### src/rtl/coprocessor0_scalable_pkg.sv
// coprocessor0_params: shared definitions for the scalable CP0.
//   - CP0 register numbers and the select value that maps them
//   - ExcCode enumeration
//   - packed views of the writable Status/Cause state and helpers that
//     assemble the architectural 32-bit words (constant bits filled in)
package coprocessor0_params;

    localparam logic [4:0] CP0_REG_BADVADDR = 5'd8;
    localparam logic [4:0] CP0_REG_COUNT    = 5'd9;
    localparam logic [4:0] CP0_REG_COMPARE  = 5'd11;
    localparam logic [4:0] CP0_REG_STATUS   = 5'd12;
    localparam logic [4:0] CP0_REG_CAUSE    = 5'd13;
    localparam logic [4:0] CP0_REG_EPC      = 5'd14;
    localparam logic [4:0] CP0_REG_PRID     = 5'd15;
    localparam logic [2:0] CP0_SEL_0        = 3'd0;

    typedef enum logic [4:0] {
        EXC_INT  = 5'd0,
        EXC_MOD  = 5'd1,
        EXC_TLBL = 5'd2,
        EXC_TLBS = 5'd3,
        EXC_ADEL = 5'd4,
        EXC_ADES = 5'd5,
        EXC_IBE  = 5'd6,
        EXC_DBE  = 5'd7,
        EXC_SYS  = 5'd8,
        EXC_BP   = 5'd9,
        EXC_RI   = 5'd10,
        EXC_CPU  = 5'd11,
        EXC_OV   = 5'd12,
        EXC_TR   = 5'd13
    } exc_code_e;

    // Stateful Status bits; BEV is a constant 1 and lives only in status_word.
    typedef struct packed {
        logic [7:0] im;
        logic       exl;
        logic       ie;
    } status_data_t;

    // Stateful Cause bits except IP[7:2] and TI, which come from other blocks.
    typedef struct packed {
        logic       bd;
        logic       dc;
        logic [1:0] ip_sw;
        logic [4:0] exc_code;
    } cause_data_t;

    function automatic logic [31:0] status_word(input status_data_t s);
        return {9'd0, 1'b1, 6'd0, s.im, 6'd0, s.exl, s.ie};
    endfunction

    function automatic logic [31:0] cause_word(input cause_data_t c, input logic [5:0] ip_hw,
                                               input logic ti);
        return {c.bd, ti, 2'b00, c.dc, 11'd0, ip_hw, c.ip_sw, 1'b0, c.exc_code, 2'b00};
    endfunction

endpackage

### src/rtl/coprocessor0_scalable_if.sv
// coprocessor0_scalable_if: WB-stage commit bus between the pipeline (master)
// and CP0 (slave).
//   master drives: mtc0 write (write_enabled/address_register/address_select/
//                  write_data), exception commit fields, eret_flush and the
//                  raw hardware_interrupt lines
//   slave drives:  read_data (combinational mfc0), epc_out, interrupt_valid,
//                  timer_interrupt
interface coprocessor0_scalable_if #(
    parameter int HW_INT_COUNT = 6
);
    logic                    write_enabled;
    logic [4:0]              address_register;
    logic [2:0]              address_select;
    logic [31:0]             write_data;
    logic                    exception_valid;
    logic [4:0]              exception_code;
    logic                    is_address_fault;
    logic [31:0]             badvaddr_in;
    logic [31:0]             exception_address;
    logic                    in_delay_slot;
    logic                    eret_flush;
    logic [HW_INT_COUNT-1:0] hardware_interrupt;
    logic [31:0]             read_data;
    logic [31:0]             epc_out;
    logic                    interrupt_valid;
    logic                    timer_interrupt;

    modport master (
        output write_enabled, address_register, address_select, write_data,
               exception_valid, exception_code, is_address_fault, badvaddr_in,
               exception_address, in_delay_slot, eret_flush, hardware_interrupt,
        input  read_data, epc_out, interrupt_valid, timer_interrupt
    );

    modport slave (
        input  write_enabled, address_register, address_select, write_data,
               exception_valid, exception_code, is_address_fault, badvaddr_in,
               exception_address, in_delay_slot, eret_flush, hardware_interrupt,
        output read_data, epc_out, interrupt_valid, timer_interrupt
    );
endinterface

### src/rtl/coprocessor0_scalable_count_timer.sv
// cp0_count_timer: Count prescaler, Count, Compare and the Cause.TI flag.
//   clock, reset     rising-edge clock, async active-high reset
//   dc               Cause.DC: freezes prescaler and Count
//   count_write      mtc0 Count this cycle (loads data, clears prescaler)
//   compare_write    mtc0 Compare this cycle (loads data, clears TI)
//   write_data       mtc0 data
//   count, compare   current register values
//   ti               timer interrupt flag, set on the increment that hits Compare
module cp0_count_timer #(
    parameter int COUNT_DIVIDE = 2
) (
    input  logic        clock,
    input  logic        reset,
    input  logic        dc,
    input  logic        count_write,
    input  logic        compare_write,
    input  logic [31:0] write_data,
    output logic [31:0] count,
    output logic [31:0] compare,
    output logic        ti
);
    // A divide of 1 still keeps a 1-bit prescaler pinned at 0 so the wrap test is uniform.
    localparam int              PRE_W    = (COUNT_DIVIDE > 1) ? $clog2(COUNT_DIVIDE) : 1;
    localparam logic [PRE_W-1:0] PRE_LAST = PRE_W'(COUNT_DIVIDE - 1);

    logic [PRE_W-1:0] prescale_r;
    logic [31:0]      count_r;
    logic [31:0]      compare_r;
    logic             ti_r;
    logic             tick_s;
    logic [31:0]      count_inc_s;

    // Increment strobe: prescaler at its last value and counting enabled.
    always_comb begin
        count_inc_s = count_r + 32'd1;
        if (!dc && (prescale_r == PRE_LAST)) begin
            tick_s = 1'b1;
        end else begin
            tick_s = 1'b0;
        end
    end

    // Prescaler and Count; a Count write overrides a coincident increment.
    always_ff @(posedge clock or posedge reset) begin
        if (reset) begin
            prescale_r <= '0;
            count_r    <= 32'd0;
        end else if (count_write) begin
            prescale_r <= '0;
            count_r    <= write_data;
        end else if (!dc) begin
            prescale_r <= (prescale_r == PRE_LAST) ? '0 : prescale_r + PRE_W'(1);
            if (tick_s) begin
                count_r <= count_inc_s;
            end
        end
    end

    // Compare register and TI: edge-triggered set on the matching increment, write-clear wins.
    always_ff @(posedge clock or posedge reset) begin
        if (reset) begin
            compare_r <= 32'd0;
            ti_r      <= 1'b0;
        end else begin
            if (compare_write) begin
                compare_r <= write_data;
                ti_r      <= 1'b0;
            end else if (tick_s && !count_write && (count_inc_s == compare_r)) begin
                ti_r <= 1'b1;
            end
        end
    end

    assign count   = count_r;
    assign compare = compare_r;
    assign ti      = ti_r;
endmodule

### src/rtl/coprocessor0_scalable.sv
// coprocessor0_scalable: MIPS CP0 written back from WB.
//   clock, reset  rising-edge clock, async active-high reset
//   bus           coprocessor0_scalable_if.slave: mtc0/exception/eret commit,
//                 hardware_interrupt lines in; read_data, epc_out,
//                 interrupt_valid, timer_interrupt out
// Holds BadVAddr, Count, Compare, Status, Cause, EPC and a constant PRId.
module coprocessor0_scalable
    import coprocessor0_params::*;
#(
    parameter int          HW_INT_COUNT   = 6,
    parameter int          COUNT_DIVIDE   = 2,
    parameter int          SYNC_STAGES    = 2,
    parameter int          TIMER_IRQ_LINE = 5,
    parameter logic [31:0] PRID_VALUE     = 32'h00004220
) (
    input  logic                   clock,
    input  logic                   reset,
    coprocessor0_scalable_if.slave bus
);
    logic         sel0_s, wr_count_s, wr_compare_s, wr_status_s, wr_cause_s, wr_epc_s;
    logic [31:0]  badvaddr_r, epc_r, count_s, compare_s, read_data_s;
    status_data_t status_r;
    cause_data_t  cause_r;
    logic [5:0]   ip_hw_r, hw_sync_s, hw_irq_s;
    logic         ti_s, int_valid_r;

    // Register-write decode; only select 0 is mapped.
    always_comb begin
        sel0_s       = (bus.address_select == CP0_SEL_0);
        wr_count_s   = bus.write_enabled & sel0_s & (bus.address_register == CP0_REG_COUNT);
        wr_compare_s = bus.write_enabled & sel0_s & (bus.address_register == CP0_REG_COMPARE);
        wr_status_s  = bus.write_enabled & sel0_s & (bus.address_register == CP0_REG_STATUS);
        wr_cause_s   = bus.write_enabled & sel0_s & (bus.address_register == CP0_REG_CAUSE);
        wr_epc_s     = bus.write_enabled & sel0_s & (bus.address_register == CP0_REG_EPC);
    end

    cp0_count_timer #(.COUNT_DIVIDE(COUNT_DIVIDE)) u_count_timer (
        .clock         (clock),
        .reset         (reset),
        .dc            (cause_r.dc),
        .count_write   (wr_count_s),
        .compare_write (wr_compare_s),
        .write_data    (bus.write_data),
        .count         (count_s),
        .compare       (compare_s),
        .ti            (ti_s)
    );

    // Per-line synchronisers; lines beyond HW_INT_COUNT read 0.
    for (genvar gi = 0; gi < 6; gi++) begin : g_sync
        if (gi < HW_INT_COUNT) begin : g_used
            logic [SYNC_STAGES-1:0] stage_r;
            // Shift the asynchronous level through SYNC_STAGES flops.
            always_ff @(posedge clock or posedge reset) begin
                if (reset) begin
                    stage_r <= '0;
                end else begin
                    stage_r <= {stage_r[SYNC_STAGES-2:0], bus.hardware_interrupt[gi]};
                end
            end
            assign hw_sync_s[gi] = stage_r[SYNC_STAGES-1];
        end else begin : g_unused
            assign hw_sync_s[gi] = 1'b0;
        end
    end

    // Timer flag merged onto its hardware line before IP is registered.
    always_comb begin
        hw_irq_s                 = hw_sync_s;
        hw_irq_s[TIMER_IRQ_LINE] = hw_sync_s[TIMER_IRQ_LINE] | ti_s;
    end

    // Status: exception sets EXL, eret clears it, mtc0 has lowest priority on EXL.
    always_ff @(posedge clock or posedge reset) begin
        if (reset) begin
            status_r <= '0;
        end else begin
            if (wr_status_s) begin
                status_r.im <= bus.write_data[15:8];
                status_r.ie <= bus.write_data[0];
            end
            if (bus.exception_valid) begin
                status_r.exl <= 1'b1;
            end else if (bus.eret_flush) begin
                status_r.exl <= 1'b0;
            end else if (wr_status_s) begin
                status_r.exl <= bus.write_data[1];
            end
        end
    end

    // Cause, EPC, BadVAddr and IP[7:2]; a nested exception (EXL=1) keeps EPC and BD.
    always_ff @(posedge clock or posedge reset) begin
        if (reset) begin
            cause_r    <= '0;
            epc_r      <= 32'd0;
            badvaddr_r <= 32'd0;
            ip_hw_r    <= 6'd0;
        end else begin
            ip_hw_r <= hw_irq_s;
            if (wr_cause_s) begin
                cause_r.dc    <= bus.write_data[27];
                cause_r.ip_sw <= bus.write_data[9:8];
            end
            if (bus.exception_valid) begin
                cause_r.exc_code <= bus.exception_code;
                if (bus.is_address_fault) begin
                    badvaddr_r <= bus.badvaddr_in;
                end
            end
            if (bus.exception_valid && !status_r.exl) begin
                cause_r.bd <= bus.in_delay_slot;
                epc_r      <= bus.in_delay_slot ? (bus.exception_address - 32'd4)
                                                : bus.exception_address;
            end else if (wr_epc_s) begin
                epc_r <= bus.write_data;
            end
        end
    end

    // Interrupt request to IF, squashed the cycle after an exception commits.
    always_ff @(posedge clock or posedge reset) begin
        if (reset) begin
            int_valid_r <= 1'b0;
        end else if (bus.exception_valid) begin
            int_valid_r <= 1'b0;
        end else begin
            int_valid_r <= (|({ip_hw_r, cause_r.ip_sw} & status_r.im)) & status_r.ie & ~status_r.exl;
        end
    end

    // mfc0 read mux: current register state, no bypass of same-cycle writes.
    always_comb begin
        read_data_s = 32'd0;
        if (sel0_s) begin
            case (bus.address_register)
                CP0_REG_BADVADDR: read_data_s = badvaddr_r;
                CP0_REG_COUNT:    read_data_s = count_s;
                CP0_REG_COMPARE:  read_data_s = compare_s;
                CP0_REG_STATUS:   read_data_s = status_word(status_r);
                CP0_REG_CAUSE:    read_data_s = cause_word(cause_r, ip_hw_r, ti_s);
                CP0_REG_EPC:      read_data_s = epc_r;
                CP0_REG_PRID:     read_data_s = PRID_VALUE;
                default:          read_data_s = 32'd0;
            endcase
        end else begin
            read_data_s = 32'd0;
        end
    end

    assign bus.read_data       = read_data_s;
    assign bus.epc_out         = epc_r;
    assign bus.interrupt_valid = int_valid_r;
    assign bus.timer_interrupt = ti_s;
endmodule

### src/flat_wrapper.sv
// flat-port wrapper written by rule: the top's interface ports become plain ports
module coprocessor0_scalable_flat import coprocessor0_params::*;
#(
    parameter int          HW_INT_COUNT   = 6,
    parameter int          COUNT_DIVIDE   = 2,
    parameter int          SYNC_STAGES    = 2,
    parameter int          TIMER_IRQ_LINE = 5,
    parameter logic [31:0] PRID_VALUE     = 32'h00004220
)
  (clock, reset, bus_write_enabled, bus_address_register, bus_address_select, bus_write_data, bus_exception_valid, bus_exception_code, bus_is_address_fault, bus_badvaddr_in, bus_exception_address, bus_in_delay_slot, bus_eret_flush, bus_hardware_interrupt, bus_read_data, bus_epc_out, bus_interrupt_valid, bus_timer_interrupt);
  coprocessor0_scalable_if #(.HW_INT_COUNT(HW_INT_COUNT)) bus_i ();
  input  logic clock;
  input  logic reset;
  input wire logic [$bits(bus_i.write_enabled)-1:0] bus_write_enabled;
  input wire logic [$bits(bus_i.address_register)-1:0] bus_address_register;
  input wire logic [$bits(bus_i.address_select)-1:0] bus_address_select;
  input wire logic [$bits(bus_i.write_data)-1:0] bus_write_data;
  input wire logic [$bits(bus_i.exception_valid)-1:0] bus_exception_valid;
  input wire logic [$bits(bus_i.exception_code)-1:0] bus_exception_code;
  input wire logic [$bits(bus_i.is_address_fault)-1:0] bus_is_address_fault;
  input wire logic [$bits(bus_i.badvaddr_in)-1:0] bus_badvaddr_in;
  input wire logic [$bits(bus_i.exception_address)-1:0] bus_exception_address;
  input wire logic [$bits(bus_i.in_delay_slot)-1:0] bus_in_delay_slot;
  input wire logic [$bits(bus_i.eret_flush)-1:0] bus_eret_flush;
  input wire logic [$bits(bus_i.hardware_interrupt)-1:0] bus_hardware_interrupt;
  output wire logic [$bits(bus_i.read_data)-1:0] bus_read_data;
  output wire logic [$bits(bus_i.epc_out)-1:0] bus_epc_out;
  output wire logic [$bits(bus_i.interrupt_valid)-1:0] bus_interrupt_valid;
  output wire logic [$bits(bus_i.timer_interrupt)-1:0] bus_timer_interrupt;
  assign bus_i.write_enabled = bus_write_enabled;
  assign bus_i.address_register = bus_address_register;
  assign bus_i.address_select = bus_address_select;
  assign bus_i.write_data = bus_write_data;
  assign bus_i.exception_valid = bus_exception_valid;
  assign bus_i.exception_code = bus_exception_code;
  assign bus_i.is_address_fault = bus_is_address_fault;
  assign bus_i.badvaddr_in = bus_badvaddr_in;
  assign bus_i.exception_address = bus_exception_address;
  assign bus_i.in_delay_slot = bus_in_delay_slot;
  assign bus_i.eret_flush = bus_eret_flush;
  assign bus_i.hardware_interrupt = bus_hardware_interrupt;
  assign bus_read_data = bus_i.read_data;
  assign bus_epc_out = bus_i.epc_out;
  assign bus_interrupt_valid = bus_i.interrupt_valid;
  assign bus_timer_interrupt = bus_i.timer_interrupt;
  coprocessor0_scalable #(.HW_INT_COUNT(HW_INT_COUNT), .COUNT_DIVIDE(COUNT_DIVIDE), .SYNC_STAGES(SYNC_STAGES), .TIMER_IRQ_LINE(TIMER_IRQ_LINE), .PRID_VALUE(PRID_VALUE)) u_core (.clock(clock), .reset(reset), .bus(bus_i));
endmodule
### config.mk
export PLATFORM = sky130hd
export DESIGN_NAME = coprocessor0_scalable_flat
export DESIGN_NICKNAME = d
export VERILOG_FILES = /design/src/rtl/coprocessor0_scalable_pkg.sv /design/src/rtl/coprocessor0_scalable_if.sv /design/src/rtl/coprocessor0_scalable_count_timer.sv /design/src/rtl/coprocessor0_scalable.sv /design/src/flat_wrapper.sv
export SDC_FILE = /design/constraint.sdc
export NUM_CORES = 1
export LEC_CHECK = 0
export CAP_MARGIN = 20
export CORE_UTILIZATION = 57
export CTS_CLUSTER_SIZE = 40
export DETAILED_ROUTE_END_ITERATION = 10
export PLACE_DENSITY = 0.91
export REMOVE_ABC_BUFFERS = 1
export SETUP_SLACK_MARGIN = 0.2
export SYNTH_ARGS = -nofsm -noshare
export SYNTH_HDL_FRONTEND = slang
export SYNTH_HIERARCHICAL = 1
export SYNTH_SLANG_ARGS = --single-unit
### constraint.sdc
create_clock -name clock -period 5.95 [get_ports clock]
set_input_delay 0.8925 -clock clock [delete_from_list [all_inputs] [get_ports clock]]
set_output_delay 0.8925 -clock clock [all_outputs]
set_load 0.01 [all_outputs]
Word level (Yosys, flattened, before mapping)
Cells that the tools add are included.
{ "word_totals": {"regBits": 168, "output_inout_bits": 66, "elab_cells": 77} }
{ "op_classes": {"add_sub_neg": 3, "n_eq_ne": 9, "n_mux": 18, "bitwise": 11, "reduce_logical": 15} }
{ "ops": {"columns": ["operator", "n"], "rows": [
  ["$mux 32", 7],
  ["$pmux 32 s7", 1],
  ["$eq 5x4->1 const B", 7],
  ["$add 32x1->32 const B", 1],
  ["$eq 32x32->1", 1],
  ["$sub 32x3->32 const B", 1],
  ["$mux 1", 10],
  ["$and 1x1->1", 8],
  ["$and 8x8->8", 1],
  ["$reduce_or 8->1", 1],
  ["$reduce_bool 2->1", 3],
  ["$logic_and 1x1->1", 4],
  ["$reduce_and 2->1", 2],
  ["$logic_not 1->1", 3],
  ["$logic_not 3->1", 1],
  ["$reduce_bool 3->1", 1],
  ["$ne 2x2->1 const B", 1],
  ["$add 1x1->1 const B", 1],
  ["$not 1->1", 1],
  ["$or 1x1->1", 1]
]} }

Longest topological paths before layout
Gate-level depths: netlist of the first run.
{ "depth": {"ltp_word": 8, "depth_mapped": 12, "mapped_depth_nobuf": 9} }

Cells and area by module
The synthesis of the first run kept the hierarchy.
{ "modules_own_cells": {"columns": ["mod", "instances", "cells_per_inst", "area_each_um2", "seq_area_each_um2"], "rows": [
  ["coprocessor0_scalable", 1, 542, 5579.1, 2552.4],
  ["cp0_count_timer", 1, 466, 4295.4, 1651.6]
]} }

Least setup slack after synthesis of the first run
Ideal clock, no wire load.
{ "synth_path": {"path_type": "input port to output port", "startpoint": "input port bus_address_register[2]", "endpoint": "output port bus_read_data[10]", "arrival_time_ps": 2416, "t_required_ps": 5058, "path_slack_ps": 2641, "path_stages": 5, "n_path_buf": 1, "cell_sequence": "or3b_2 nor3_1 clkbuf_1 a22oi_1 a31oi_1"} }
{ "synth_via": {"elab_chain_cells": 3} }
{ "synth_rtl": {"columns": ["element", "line_no", "rtl"], "rows": [
  ["from (decl)", "flat_wrapper.sv:15", "input wire logic [$bits(bus_i.address_register)-1:0] bus_address_register;"],
  ["$eq 5x4->1", "coprocessor0_scalable.sv:136", "case (bus.address_register)"],
  ["$pmux 32 s7 (*)", "coprocessor0_scalable.sv:136", null],
  ["$mux 32 (*)", "coprocessor0_scalable.sv:135", "if (sel0_s) begin"],
  ["to (decl)", "flat_wrapper.sv:26", "output wire logic [$bits(bus_i.read_data)-1:0] bus_read_data;"]
]} }
Every way passes the cells marked *; elsewhere a longest branch is shown, timed or not.

Worst setup path after layout of the first run
{ "layout_path": {"startpoint": "input port bus_address_register[3]", "endpoint": "output port bus_read_data[22]"} }
The elaborated chain is that of the path after synthesis.

==> impl_metrics.yaml, run 1 <==
yosys:
  async_reset_ff_share_pct: 100.0
  ys_warn_count: 6
  avgSynthCellArea_um2: 9.796
  syn-cell-area_mm2: 0.009874
  ys_seq_area_share_pct: 42.57
  synthesis.instances: 1008
  synth-seq-cells: 168
  synthFlopType: "dfrtp_1"
  yosysUniqueCellTypes: 68
  synth_edf_count: 0
power_and_ir_drop:
  power_frac_seq_pct: 43.8
  pwr-share-clk_pct: 34.0
  combPwrFrac_pct: 22.2
  fin_total_pwr_uw: 3340
  switchingPower_uw: 1101
  p_leak_uw: 0.004759
  intPower_uw: 2239
  powerDensity_mw_per_mm2: 268.5
  vdd_drop_max_uv: 300.5
  p_sw_share_pct: 32.95
finish:
  drive_above_1_share_pct: 13.34
  antenna_cells: 0
  final_cell_mix: "187 x clkdlybuf4s50_1, 168 x dfrtp_1, 85 x nand2_1"
  areaGrowthSynthToFinish_pct: 25.99
  finalNonFillerCells: 1389
  fin_util_pct: 74.23
  finalNetCount: 1280
  layout_commonest_cell: "clkdlybuf4s50_1"
global_routing:
  antenna_found_initial: 0
  grt_pass1_wl_um: 50870
  grt_pass1_vias: 9197
  grt_max_degree: 67
  gr-total-overflow: 0
  grt_usage_pct: 37.40
worst_setup_path:
  worstPathRequired_ns: 5.06
  crit_path_start_kind: "input port"
  reg2reg_to: "u_core/u_count_timer/ti$_DFFE_PP0P_"
  path_class: "in2out"
  cp-end-kind: "output port"
  r2r-start: "u_core/u_count_timer/count[0]$_DFFE_PP0P_"
  rr_worst_depth: 8
  cp_max_fo: 18
  r2r_setup_slack_ns: 2.58
  arrival_ns: 3.97
clock_network:
  cts_sinks: 168
  clk_path_buf_depth: 2
  ctsResizeCount: 0
  postCtsSetupBuffers: 0
  cts-root-buf: "clkbuf_16"
  cts_buffers: 17
  cts_hold_buf: 0
  clk_latency_ns: 0.45
  path_clk_slew_ns: 0.07
  cts_tree: "yes"
  htreeDepth: 4
place:
  dp_hpwl_um: 22830
  io_buffers: 187
  place.gp.congestion: 0.9433
  placed_cells: 1357
timing:
  finalSetupViolCount: 0
  tightest_slew_ns: 1.139
  finalMaxSlewViolations: 0
  finalHoldViolations: 0
  maxSlewHeadroom_pct: 23.66
  period_needed_ns: 4.866
  rsz0062_at_grt: "no"
  period_share_pct: 81.79
  max_freq_mhz: 205.5
  skew_ns: 0.01748
  fin_tns_setup_ns: 0
drt:
  drt_iter0_markers: 1358
  via_count: 9481
  wl_per_cell_um: 23.94
  dr.pass1.iters: 6
  drc: 0
  routed_wl_um: 33250
  postRouteAntennaNets: 0
  viasPerCell: 6.826
floorplanning:
  dieArea_mm2: 0.01785
  io_pins: 188
  start_util_pct: 58.92
  die_h_um: 133.6
  die_w_um: 133.6
  core_area_mm2: 0.01676
  row_count: 47
hold_path:
  min_path_cells: 0
  worst_hold_path.endpoint: "u_core/ip_hw_r[3]$_DFF_PP0_"
  hold_path.class: "reg2reg"
  worstHoldStart: "u_core/g_sync[3].g_used.stage_r[1]$_DFF_PP0_"
run:
  maxCapViolations: 0
status:
  status: "finished, final reports clean"
[how the worst max path moves through the flow]
| stage | from | end | slack, ns | cells past startpoint |
|---|---|---|---|---|
| 6_report | bus_address_register[3] | bus_read_data[22] | 1.08 | 7 |
| 5_1_grt | bus_address_register[3] | bus_read_data[22] | 1.02 | 7 |
| 4_1_cts | bus_address_register[3] | bus_read_data[22] | 1.11 | 7 |
| 3_5_place_dp | bus_address_register[3] | bus_read_data[22] | 1.13 | 7 |
| 3_3_place_gp | bus_address_register[3] | bus_read_data[22] | 1.18 | 7 |
| 2_1_floorplan | bus_address_register[2] | bus_read_data[10] | 1.46 | 4 |
[final cells by class]
cell class / instances / area [um2]
clock buffer: 17 / 425.4
clock inverter: 15 / 180.2
fill: 1187 / 4319
inverter: 26 / 100.1
multi-input combinational: 736 / 5234
sequential: 168 / 4204
tap: 220 / 275.3
timing repair buffer: 207 / 2022
[power by group through the flow]
stage / combinational [uW] / sequential, uW / clock [uW]
after floorplan: 382 / 1440 / 0
after global placement: 691 / 1460 / 0
after detailed placement: 713 / 1470 / 0
after CTS: 725 / 1460 / 1140
after global routing: 790 / 1480 / 1190
final: 742 / 1460 / 1140
[through the flow]
step,worst slack (ns),area (um2),hold WS [ns]
6_report,1.084,12440,0.3519
5_1_grt,1.019,12440,0.3552
4_1_cts,1.111,12440,0.3525
3_5_place_dp,1.132,11840,0.3355
3_3_place_gp,1.182,11840,0.3314
2_1_floorplan,1.463,9503,0.3312
[worst max-delay path, cell delays in order]
cell             delay [ns]
clkdlybuf4s50_1        0.53
or3b_2                 0.53
nor2_2                 0.71
buf_4                  0.40
a222oi_1               0.16
a21oi_1                0.19
clkdlybuf4s50_1        0.55
[sequential cells by signal, summed over array words and instances (netlist names)]
name / cells
u_core/status_r: 10
u_core/bus.epc_out: 32
u_core/u_count_timer/ti: 1
u_core/bus.interrupt_valid: 1
u_core/u_count_timer/compare: 32
u_core/ip_hw_r: 6
u_core/cause_r: 9
u_core/g_sync.g_used.stage_r: 12
u_core/u_count_timer/prescale_r: 1
u_core/u_count_timer/count: 32
u_core/badvaddr_r: 32
[cell families after synthesis]
kind of cell | count (synthesis) | synth area share, %
and+or+nand+nor | 294 | 16.28
AOI/OAI and AO/OA | 244 | 16.33
DFF | 168 | 42.57
muxes | 111 | 12.27
buffers and inverters | 104 | 4.751
xor gates and xnor gates | 85 | 7.539
adders and majority gates | 2 | 0.2534
[synth_stat cells (all sizes together), types with 24 or more instances]
cell	n	share of area (%)
o21ai	53	2.7
nand4	26	1.9
a31oi	46	2.9
a21oi	28	1.4
dfrtp	168	43
nor3	24	1.2
inv	26	0.99
a22oi	68	5.2
nor2	40	1.5
xor2	39	3.5
xnor2	46	4.1
mux2i	31	3.1
clkbuf	55	2.1
nand2	86	3.3
nand3	30	1.8
mux2	80	9.1
[metal layers]
| layer | track usage (%) | vias up | part of all wire (%) |
|---|---|---|---|
| met5 | 0 | - | 0 |
| met4 | 16.54 | 0 | 4.4 |
| met3 | 8.486 | 139 | 10 |
| met2 | 59.00 | 734 | 46 |
| met1 | 49.38 | 4586 | 39 |
| li1 | - | 4022 | - |
Note: power is estimated with default switching activity, not from simulation.
==> run 2: changes to the inputs <==
--- a/config.mk
+++ b/config.mk
@@ -6,10 +6,10 @@
 export NUM_CORES = 1
 export LEC_CHECK = 0
 export CAP_MARGIN = 20
-export CORE_UTILIZATION = 57
+export CORE_UTILIZATION = 48
 export CTS_CLUSTER_SIZE = 40
 export DETAILED_ROUTE_END_ITERATION = 10
-export PLACE_DENSITY = 0.91
+export PLACE_DENSITY = 0.83
 export REMOVE_ABC_BUFFERS = 1
 export SETUP_SLACK_MARGIN = 0.2
 export SYNTH_ARGS = -nofsm -noshare
==> constraint.sdc (replaced) <==
create_clock -name clock -period 4.19 [get_ports clock]
set_input_delay 0.6285 -clock clock [delete_from_list [all_inputs] [get_ports clock]]
set_output_delay 0.6285 -clock clock [all_outputs]
set_load 0.01 [all_outputs]
==> run 2 against run 1 <==
Compared with the run above:
- register-to-register slack got worse by 1.3 ns
- hold slack got worse by 0.0012 ns
- sequential power increased by 42%
- highest routed layer unchanged
- via count decreased by 2.2%
- wire length increased by 0.14%
- global-route usage decreased by 5.8 points
- non-clock buffer count increased by 21
==> impl_metrics.yaml, run 2 (same netlist as run 1, synthesis figures left out) <==
status:
  status: "finished, final reports clean"
worst_setup_path:
  r2r_setup_slack_ns: 1.28
  crit_path_start_kind: "input port"
  cp_max_fo: 21
  cp-end-kind: "output port"
  arrival_ns: 3.23
  path_class: "in2out"
  worstPathRequired_ns: 3.56
floorplanning:
  core_area_mm2: 0.02017
  row_count: 52
  dieArea_mm2: 0.02115
  io_pins: 188
  start_util_pct: 48.96
  die_w_um: 145.4
  die_h_um: 145.4
timing:
  rsz0062_at_grt: "no"
  fin_ws_ns: 0.3351
  maxSlewHeadroom_pct: 37.94
  hold-worst-slack_ns: 0.3507
  period_needed_ns: 3.855
  max_freq_mhz: 259.4
  skew_ns: 0.01463
  finalMaxSlewViolations: 0
  finalSetupViolCount: 0
  finalHoldViolations: 0
  tightest_slew_ns: 0.9184
  period_share_pct: 92.00
run:
  maxCapViolations: 0
clock_network:
  cts_buffers: 17
  cts_sinks: 168
  htreeDepth: 4
  cts_tree: "yes"
  clk_latency_ns: 0.45
  cts-root-buf: "clkbuf_16"
  cts_hold_buf: 0
  clk_path_buf_depth: 2
  path_clk_slew_ns: 0.08
power_and_ir_drop:
  powerDensity_mw_per_mm2: 371.9
  vdd_drop_max_uv: 264.7
  p_leak_uw: 0.004873
drt:
  dr.pass1.iters: 6
  postRouteAntennaNets: 0
  wl_per_cell_um: 22.81
  drc: 0
  via_count: 9276
  viasPerCell: 6.353
  drt_iter0_markers: 988
  routed_wl_um: 33300
place:
  place.gp.congestion: 0.9604
  pre_cts_ws_ns: -0.1385
  detailed_place.area_mm2: 0.01205
  io_buffers: 187
  dp_hpwl_um: 23610
finish:
  multi_input_area_mm2: 0.005231
  n_fill_cell: 1647
  final_cell_area_mm2: 0.01269
  final_cell_mix: "187 x clkdlybuf4s50_1, 168 x dfrtp_1, 85 x nand2_1"
  antenna_cells: 0
  areaGrowthSynthToFinish_pct: 28.56
  finalNetCount: 1301
  regArea_mm2: 0.004204
  layout_commonest_cell: "clkdlybuf4s50_1"
  drive_above_1_share_pct: 14.71
global_routing:
  gr-total-overflow: 0
  grt_pass1_vias: 9148
  antenna_found_initial: 0
  grt_pass1_wl_um: 51410
  grt_max_degree: 66
  grt_usage_pct: 31.60
hold_path:
  hold_path.class: "reg2reg"
## run 2: cell count changes in the layout (fill, tap and decap cells not counted), moves of 2 or more
| cell | change |
|---|---|
| buf_4 | +18 |
| buf_12 | +3 |
| clkinv_4 | -2 |
| clkinv_8 | +2 |
| inv_8 | +2 |
## run 2: metal layers
metal  vias to the layer above  part of all wire (%)  GRT usage (%)
met4                         0                   3.4          14.63
met5                         -                     0              0
met2                       517                    47          51.13
met3                        85                   7.1          5.361
met1                      4614                    42          41.54
li1                       4060                     -              -
## run 2: final timing paths
kind | startpoint | endpoint | cells after the start
worst max-delay path | bus_address_register[3] | bus_read_data[14] | 7
worst min-delay path | u_core/g_sync[1].g_used.stage_r[0]$_DFF_PP0_ | u_core/g_sync[1].g_used.stage_r[1]$_DFF_PP0_ | 0
worst max register to register | u_core/u_count_timer/count[0]$_DFFE_PP0P_ | u_core/u_count_timer/ti$_DFFE_PP0P_ | 9
worst min register to register | u_core/g_sync[1].g_used.stage_r[0]$_DFF_PP0_ | u_core/g_sync[1].g_used.stage_r[1]$_DFF_PP0_ | 0
max in group asynchronous | reset | u_core/u_count_timer/count[27]$_DFFE_PP0P_ | 3
min in group asynchronous | reset | u_core/badvaddr_r[5]$_DFFE_PP0P_ | 2
## run 2: timing repair
item,CTS,global route
buffers inserted,2,0
endpoints found under the setup margin,31,0
gates resized for setup,2,0
## run 2: critical path, cell delays in order
cell and delay, ns:
clkdlybuf4s50_1 0.51, or3b_2 0.55, nor2_4 0.40, buf_12 0.24
a22oi_1 0.11, a31oi_1 0.20, clkdlybuf4s50_1 0.57
## run 2: area by class of cell
class / count / area share [%]
Clock buffer: 17 / 3.351
Clock inverter: 15 / 1.409
Inverter: 26 / 0.7885
Multi-Input combinational cell: 736 / 41.21
Sequential cell: 168 / 33.12
Tap cell: 270 / 2.661
Timing Repair Buffer: 228 / 17.47
## run 2: power by group
part	switching [uW]	total, uW	internal [uW]	leakage [uW]
Sequential	250	2070	1820	0.00209
Combinational	537	1070	528	0.00249
Clock	780	1590	809	0.000295
## run 2: stage by stage
| stage | std cells | setup TNS (ns) | power [uW] | utilization (%) |
|---|---|---|---|---|
| 2_1_floorplan | 930 | 0 | 2582 | - |
| 3_3_place_gp | 1426 | -0.004668 | 3095 | 59.76 |
| 3_5_place_dp | 1426 | -0.7167 | 3122 | 59.76 |
| 4_1_cts | 1460 | 0 | 4719 | 62.94 |
| 5_1_grt | 1460 | 0 | 4894 | 62.94 |
| 6_report | 1460 | 0 | 4721 | 62.94 |
